==> src/rtl/floating_point_accumulator.sv <==
// floating_point_accumulator
//   Sequential accumulate stage wrapped around an external combinational
//   floating-point adder. It presents {running sum, sample, opcode} to the
//   adder, captures the adder result and feeds it back as the next running sum.
//   Optional feature macro: FP_ACC_SPECIAL_EN. When it is defined, the block
//   adds special_out, a sticky Inf/NaN indicator that freezes the sum.
module floating_point_accumulator #(
  parameter int unsigned DATA_WIDTH  = 32,
  parameter int unsigned MENT_WIDTH  = 23,
  parameter int unsigned EXPO_WIDTH  = 8,
  parameter int unsigned COUNT_WIDTH = 8
) (
  input  logic                   clk_in,
  input  logic                   rst_n_in,
  input  logic                   start_in,
  input  logic [COUNT_WIDTH-1:0] length_in,
  input  logic                   sample_valid_in,
  input  logic [DATA_WIDTH-1:0]  sample_in,
  input  logic                   sample_sub_in,
  output logic                   sample_ready_out,
  output logic [DATA_WIDTH-1:0]  adder_a_out,
  output logic [DATA_WIDTH-1:0]  adder_b_out,
  output logic                   adder_opcode_out,
  input  logic [DATA_WIDTH-1:0]  adder_result_in,
  output logic [DATA_WIDTH-1:0]  acc_out,
  output logic [COUNT_WIDTH-1:0] count_out,
  output logic                   busy_out,
`ifdef FP_ACC_SPECIAL_EN
  output logic                   special_out,
`endif
  output logic                   done_out
);

  typedef struct packed {
    logic                  sign;
    logic [EXPO_WIDTH-1:0] expo;
    logic [MENT_WIDTH-1:0] ment;
  } fp_t;

  typedef enum logic [1:0] {
    S_IDLE,
    S_ACCEPT,
    S_ADD,
    S_DONE
  } state_t;

  state_t                 state_q, state_d;
  fp_t                    acc_q, acc_d;
  logic [COUNT_WIDTH-1:0] count_q, count_d;
  logic [COUNT_WIDTH-1:0] len_q, len_d;
  logic [COUNT_WIDTH-1:0] count_inc;
  logic [DATA_WIDTH-1:0]  adder_a_q, adder_a_d;
  logic [DATA_WIDTH-1:0]  adder_b_q, adder_b_d;
  logic                   opcode_q, opcode_d;
  logic                   done_q, done_d;
  logic                   ready;

`ifdef FP_ACC_SPECIAL_EN
  logic special_q, special_d;
  fp_t  sample_fp;

  assign sample_fp = sample_in;
`endif

  // State and datapath registers; async active-low reset clears everything
  always_ff @(posedge clk_in or negedge rst_n_in) begin
    if (!rst_n_in) begin
      state_q   <= S_IDLE;
      acc_q     <= '0;
      count_q   <= '0;
      len_q     <= '0;
      adder_a_q <= '0;
      adder_b_q <= '0;
      opcode_q  <= 1'b0;
      done_q    <= 1'b0;
`ifdef FP_ACC_SPECIAL_EN
      special_q <= 1'b0;
`endif
    end else begin
      state_q   <= state_d;
      acc_q     <= acc_d;
      count_q   <= count_d;
      len_q     <= len_d;
      adder_a_q <= adder_a_d;
      adder_b_q <= adder_b_d;
      opcode_q  <= opcode_d;
      done_q    <= done_d;
`ifdef FP_ACC_SPECIAL_EN
      special_q <= special_d;
`endif
    end
  end

  // Next-state and datapath update; every register holds unless its state acts
  always_comb begin
    state_d   = state_q;
    acc_d     = acc_q;
    count_d   = count_q;
    len_d     = len_q;
    adder_a_d = adder_a_q;
    adder_b_d = adder_b_q;
    opcode_d  = opcode_q;
    done_d    = 1'b0;
    ready     = 1'b0;
    count_inc = count_q + 1'b1;
`ifdef FP_ACC_SPECIAL_EN
    special_d = special_q;
`endif
    unique case (state_q)
      S_IDLE: begin
        if (start_in) begin
          acc_d   = '0;
          count_d = '0;
          len_d   = length_in;
`ifdef FP_ACC_SPECIAL_EN
          special_d = 1'b0;
`endif
          state_d = (length_in == '0) ? S_DONE : S_ACCEPT;
        end
      end
      S_ACCEPT: begin
        ready = 1'b1;
        if (sample_valid_in) begin
          adder_a_d = acc_q;
          adder_b_d = sample_in;
          opcode_d  = sample_sub_in;
          state_d   = S_ADD;
`ifdef FP_ACC_SPECIAL_EN
          // First Inf/NaN sample replaces the sum directly; from then on the sum is frozen
          if (!special_q && (sample_fp.expo == '1)) begin
            special_d = 1'b1;
            acc_d     = sample_in;
          end
`endif
        end
      end
      S_ADD: begin
        // Adder is combinational, so its result is already valid in this cycle
`ifdef FP_ACC_SPECIAL_EN
        if (!special_q) begin
          acc_d = adder_result_in;
        end
`else
        acc_d = adder_result_in;
`endif
        count_d = count_inc;
        state_d = (count_inc == len_q) ? S_DONE : S_ACCEPT;
      end
      S_DONE: begin
        // done is registered so that it appears 2N+1 edges after the start edge
        done_d  = 1'b1;
        state_d = S_IDLE;
      end
      default: begin
        state_d = S_IDLE;
      end
    endcase
  end

  assign sample_ready_out = ready;
  assign busy_out         = (state_q != S_IDLE);
  assign done_out         = done_q;
  assign acc_out          = acc_q;
  assign count_out        = count_q;
  assign adder_a_out      = adder_a_q;
  assign adder_b_out      = adder_b_q;
  assign adder_opcode_out = opcode_q;
`ifdef FP_ACC_SPECIAL_EN
  assign special_out      = special_q;
`endif

endmodule

==> config.mk <==
export PLATFORM = sky130hd
export DESIGN_NAME = floating_point_accumulator
export DESIGN_NICKNAME = d
export VERILOG_FILES = /design/src/rtl/floating_point_accumulator.sv
export SDC_FILE = /design/constraint.sdc
export NUM_CORES = 1
export LEC_CHECK = 0
export CORE_MARGIN = 10
export CORE_UTILIZATION = 47
export DETAILED_ROUTE_END_ITERATION = 16
export PLACE_DENSITY = 0.91
export REMOVE_ABC_BUFFERS = 1
export SLEW_MARGIN = 40
export SYNTH_ARGS = -nofsm -noshare
export SYNTH_HDL_FRONTEND = slang
export SYNTH_SLANG_ARGS = --single-unit
==> constraint.sdc <==
create_clock -name clk_in -period 3 [get_ports clk_in]
set_input_delay 0.6 -clock clk_in [delete_from_list [all_inputs] [get_ports clk_in]]
set_output_delay 0.6 -clock clk_in [all_outputs]
set_load 0.005 [all_outputs]
After elaboration in Yosys (flattened, before gate mapping):

Cells that the tools add are included.

* bits of input ports: 77
* flip-flop bits (word level): 116
* word-level logic and storage cells: 36

* equality and inequality tests: 6
* $add $sub $neg: 1
* reductions and logical operators: 8
* multiplexer cells: 11

Operators with widths (count)
* one-hot mux 32 bit (2 select lines): 1
* two-way mux 32 bit: 1
* one-hot mux 8 bit (2 select lines): 1
* adder 8 x 1 -> 8 bit (second input constant): 1
* equality test 8 bit: 1
* logical NOT 8 bit: 1
* two-way mux 2 bit: 4
* two-way mux 8 bit: 1
* one-hot mux 2 bit (4 select lines): 1
* AND reduction 2 bit: 4
* equality test 2 bit (second input constant): 2
* inequality test 2 bit (second input constant): 2
* nonzero test 2 bit: 2
* equality test 2 x 1 -> 1 bit (second input constant): 1
* logical NOT 2 bit: 1
* two-way mux 1 bit: 2

Depth between registers and ports, before layout:

* depth in word-level cells: 4
* mapped depth: 6

Worst setup path after synthesis:

Ideal clock, no wire load.

* path kind: reg2reg
* start: register count_q[0], in the netlist count_out[0]
* end: register state_q[1]
* arrival time: 1483 ps
* data required time: 2880 ps
* setup slack: 1398 ps
* library setup time: 120 ps
* period minus slack after synthesis: 1602 ps
* stages on the path, launching flop included: 7
* cell sequence: dfrtp_1 > ha_1 > nor3b_1 > o21ai_0 > o21ai_0 > o221a_1 > a31o_1

* longest elaborated chain between the ends: 4

Ends and longest elaborated chain
* start, declared: RTL line 49 `logic [COUNT_WIDTH-1:0] count_q, count_d;`
* start signal, assigned: RTL line 82 `count_q <= count_d;`
* adder 8 x 1 -> 8 bit: RTL line 105 `count_inc = count_q + 1'b1;`
* equality test 8 bit: RTL line 147 `state_d = (count_inc == len_q) ? S_DONE : S_ACCEPT;`
* two-way mux 2 bit: RTL line 147
* one-hot mux 2 bit (4 select lines): RTL line 109 `unique case (state_q)`
* end signal, assigned: RTL line 80 `state_q <= state_d;`
* end, declared: RTL line 47 `state_t state_q, state_d;`

Every way passes these cells.
A chain may end at the register's enable or synchronous reset.

Final worst setup path:

* start: register state_q[1]
* end: output busy_out

* longest elaborated chain between the ends: 1

Ends and longest elaborated chain
* nonzero test 2 bit: RTL line 161 `assign busy_out = (state_q != S_IDLE);`
* end, declared: RTL line 27 `output logic busy_out,`

Every way passes these cells.

==> metrics <==
Hold-fix buffers, CTS 0; Die Area 14,650 um^2; register share of total power 0.360; fmax 410.8 MHz; NetSw between 2 and 2.5 mW; HPWL Detailed ~10,000 um; Avg WL per Cell 21.10 um; # diodes 0; critical path startpoint category flop; met2 Usage GRT 0.3194; clock root buffer clkbuf_8; clk sinks 116; die width 121.0 um; gpl congestion ~0.8; Ports 185; slowest CP cell dfrtp_1; Gate Count Post-Synth 313; CTS tree built; Worst EP arrival 1830 ps; Commonest cells post-synth 116 x dfrtp_1, 50 x mux2_4, 33 x a22o_1, 23 x mux2_2, 12 x o21ai_0; max cap viols 0; Post-synth EDFFs 0; Internal ~5.5 mW; Final Cycle Share 0.8115; switching portion of total power 0.2852; clock-pin slew on the worst setup and hold paths 60 ps; R2R setup slack 1130 ps; mapped cell area 4798 um^2; final wirelength 13,690 um; # Post-CTS Setup Buffers 0; gr usage total 0.1882; Die Height between 100 and 150 um; Row Count 36; CP Capture Type output port; CORE AREA 9864 um^2; Synth async-reset ratio 1.000; post-synthesis sequential area ratio 0.6050; power density over cell area 1043 nW/um^2; worst slew pin tran 551.2 ps; GR peak layer met2; synth top area cells dfrtp_1 60%, mux2_4 16%, a22o_1 6.0%, mux2_2 5.4%, buf_6 1.4%; largest net degree at the start of global routing 50; first-pass GRT wire length between 20,000 and 25,000 um; port bufs 184; run status complete, no violations; Worst Setup Path Type reg2out; via count 3,389; Max Transition Viols Final 0; GR Util met1 0.2135; Initial Util 0.4864; Final Cell Area 7328 um^2; Total Nets Final 584; clock power share 0.232; synthesis-stage register bit count 116; Final ANT Viol Nets 0; met3 usage 0.07445; number of vias per cell about 5.2; Worst path max stage delay 480 ps; HP Class in2async; Max VDD drop between 0.0005 and 0.0006 V; Netlist cell types 39; ys flop type dfrtp_1; Cell Area, Placed just under 7000 um^2; Fin. Hold Viols 0; fillers 601; combinational power share 0.408; Ys Warns 0; critical path, cell by cell or2_2 > clkdlybuf4s50_1; DR pass1 iterations 4; Post-CTS Resized 0; vias in the first global route 3,699; CTS Buf Count 17; area leader, netlist dfrtp_1; Yosys top cell area share 0.6050; Clock Tree Buf Depth 2; Final Setup Violations 0; fin crit period 2434 ps; share of cells above drive strength 1 0.2287; Final Util 0.7429; GRT overflow 0; cell with the most instances after synthesis dfrtp_1; clock skew roughly 11 ps; Area Overhead vs Synth 52.72%; H-tree levels 4; initial antenna violation count 0; Worst Path Max Fanout 7; Crit path buffers/inverters 1; CP delay by family, top flip-flops; # DRC 0; Req. time, crit path 2400 ps; 1st-iter DRT viols 212; RSZ-0062 raised after global routing no; total power 7.646 mW; Max-slew headroom 0.6326; worst skew pair latency 510 ps; Syn Area/Cell 15.33 um^2; LEAKAGE 3.327 nW
[metal layers]
layer  wire [um]  vias up
li1            -     1521
met1        5599     1719
met2        6985      136
met3         971       13
met4         136        0
met5           0        -
[state kept, by name, indices dropped and copies added (netlist names)]
register / count
state_q: 2
acc_out: 32
adder_a_out: 32
adder_opcode_out: 1
adder_b_out: 32
len_q: 8
count_out: 8
done_out: 1
[cells by family after synthesis]
logic type,Yosys count,synth area share
xor gates and xnor gates,10,0.01982
DFF,116,0.6050
AOI/OAI and AO/OA,56,0.08918
adders and majority gates,1,0.002607
buffers and inverters,19,0.02633
muxes,73,0.2104
and+or+nand+nor,38,0.04667
[stage by stage]
stage          hold WS [ps]  instances  worst slack [ps]  TNS, ps
4_1_cts               85.84        649             530.1        0
2_1_floorplan         304.4        296            -181.0    -7943
5_1_grt               108.1        649             499.8        0
3_3_place_gp          488.6        620             805.0        0
3_5_place_dp          491.8        620             763.4        0
6_report              89.68        649             565.6        0
[placed cells by master, fill, tap and decap left out, drive strengths merged, types with 4 or more instances in the layout]
cell type,netlist,final
o21ai,13,13
clkbuf,5,25
xnor2,6,6
nand2,11,11
nor2,6,6
xor2,4,4
nand2b,4,4
clkdlybuf4s50,0,183
a22o,33,33
buf,12,8
dfrtp,116,116
mux2,73,73
[area by class of cell]
class	count	area, um^2	share of cell area
Clock buffer	25	504.2	0.06881
Clock inverter	4	22.52	0.003073
Inverter	2	7.507	0.001024
Multi-Input combinational cell	178	1795	0.2450
Sequential cell	116	2903	0.3961
Tap cell	133	166.4	0.02271
Timing Repair Buffer	191	1929	0.2633
[power groups by stage]
stage	Clock (mW)	Sequential, mW	Combinational [mW]
6_report	1.77	2.76	3.12
5_1_grt	1.90	2.84	3.30
4_1_cts	1.81	2.76	3.18
3_5_place_dp	0	2.77	3.15
3_3_place_gp	0	2.71	3.05
2_1_floorplan	0	2.72	1.36
[worst paths after layout]
| kind | to | start | cells past startpoint |
|---|---|---|---|
| setup / recovery | busy_out | state_q[1] | 2 |
| hold / removal | adder_a_out[16] | rst_n_in | 1 |
| setup reg to reg | adder_b_out[2] | state_q[1] | 5 |
| hold reg to reg | adder_b_out[6] | adder_b_out[6] | 1 |
| max in group asynchronous | acc_out[22] | rst_n_in | 2 |
| min in group clk_in | adder_b_out[6] | adder_b_out[6] | 1 |
No activity file was read; power rests on OpenSTA's default activity.
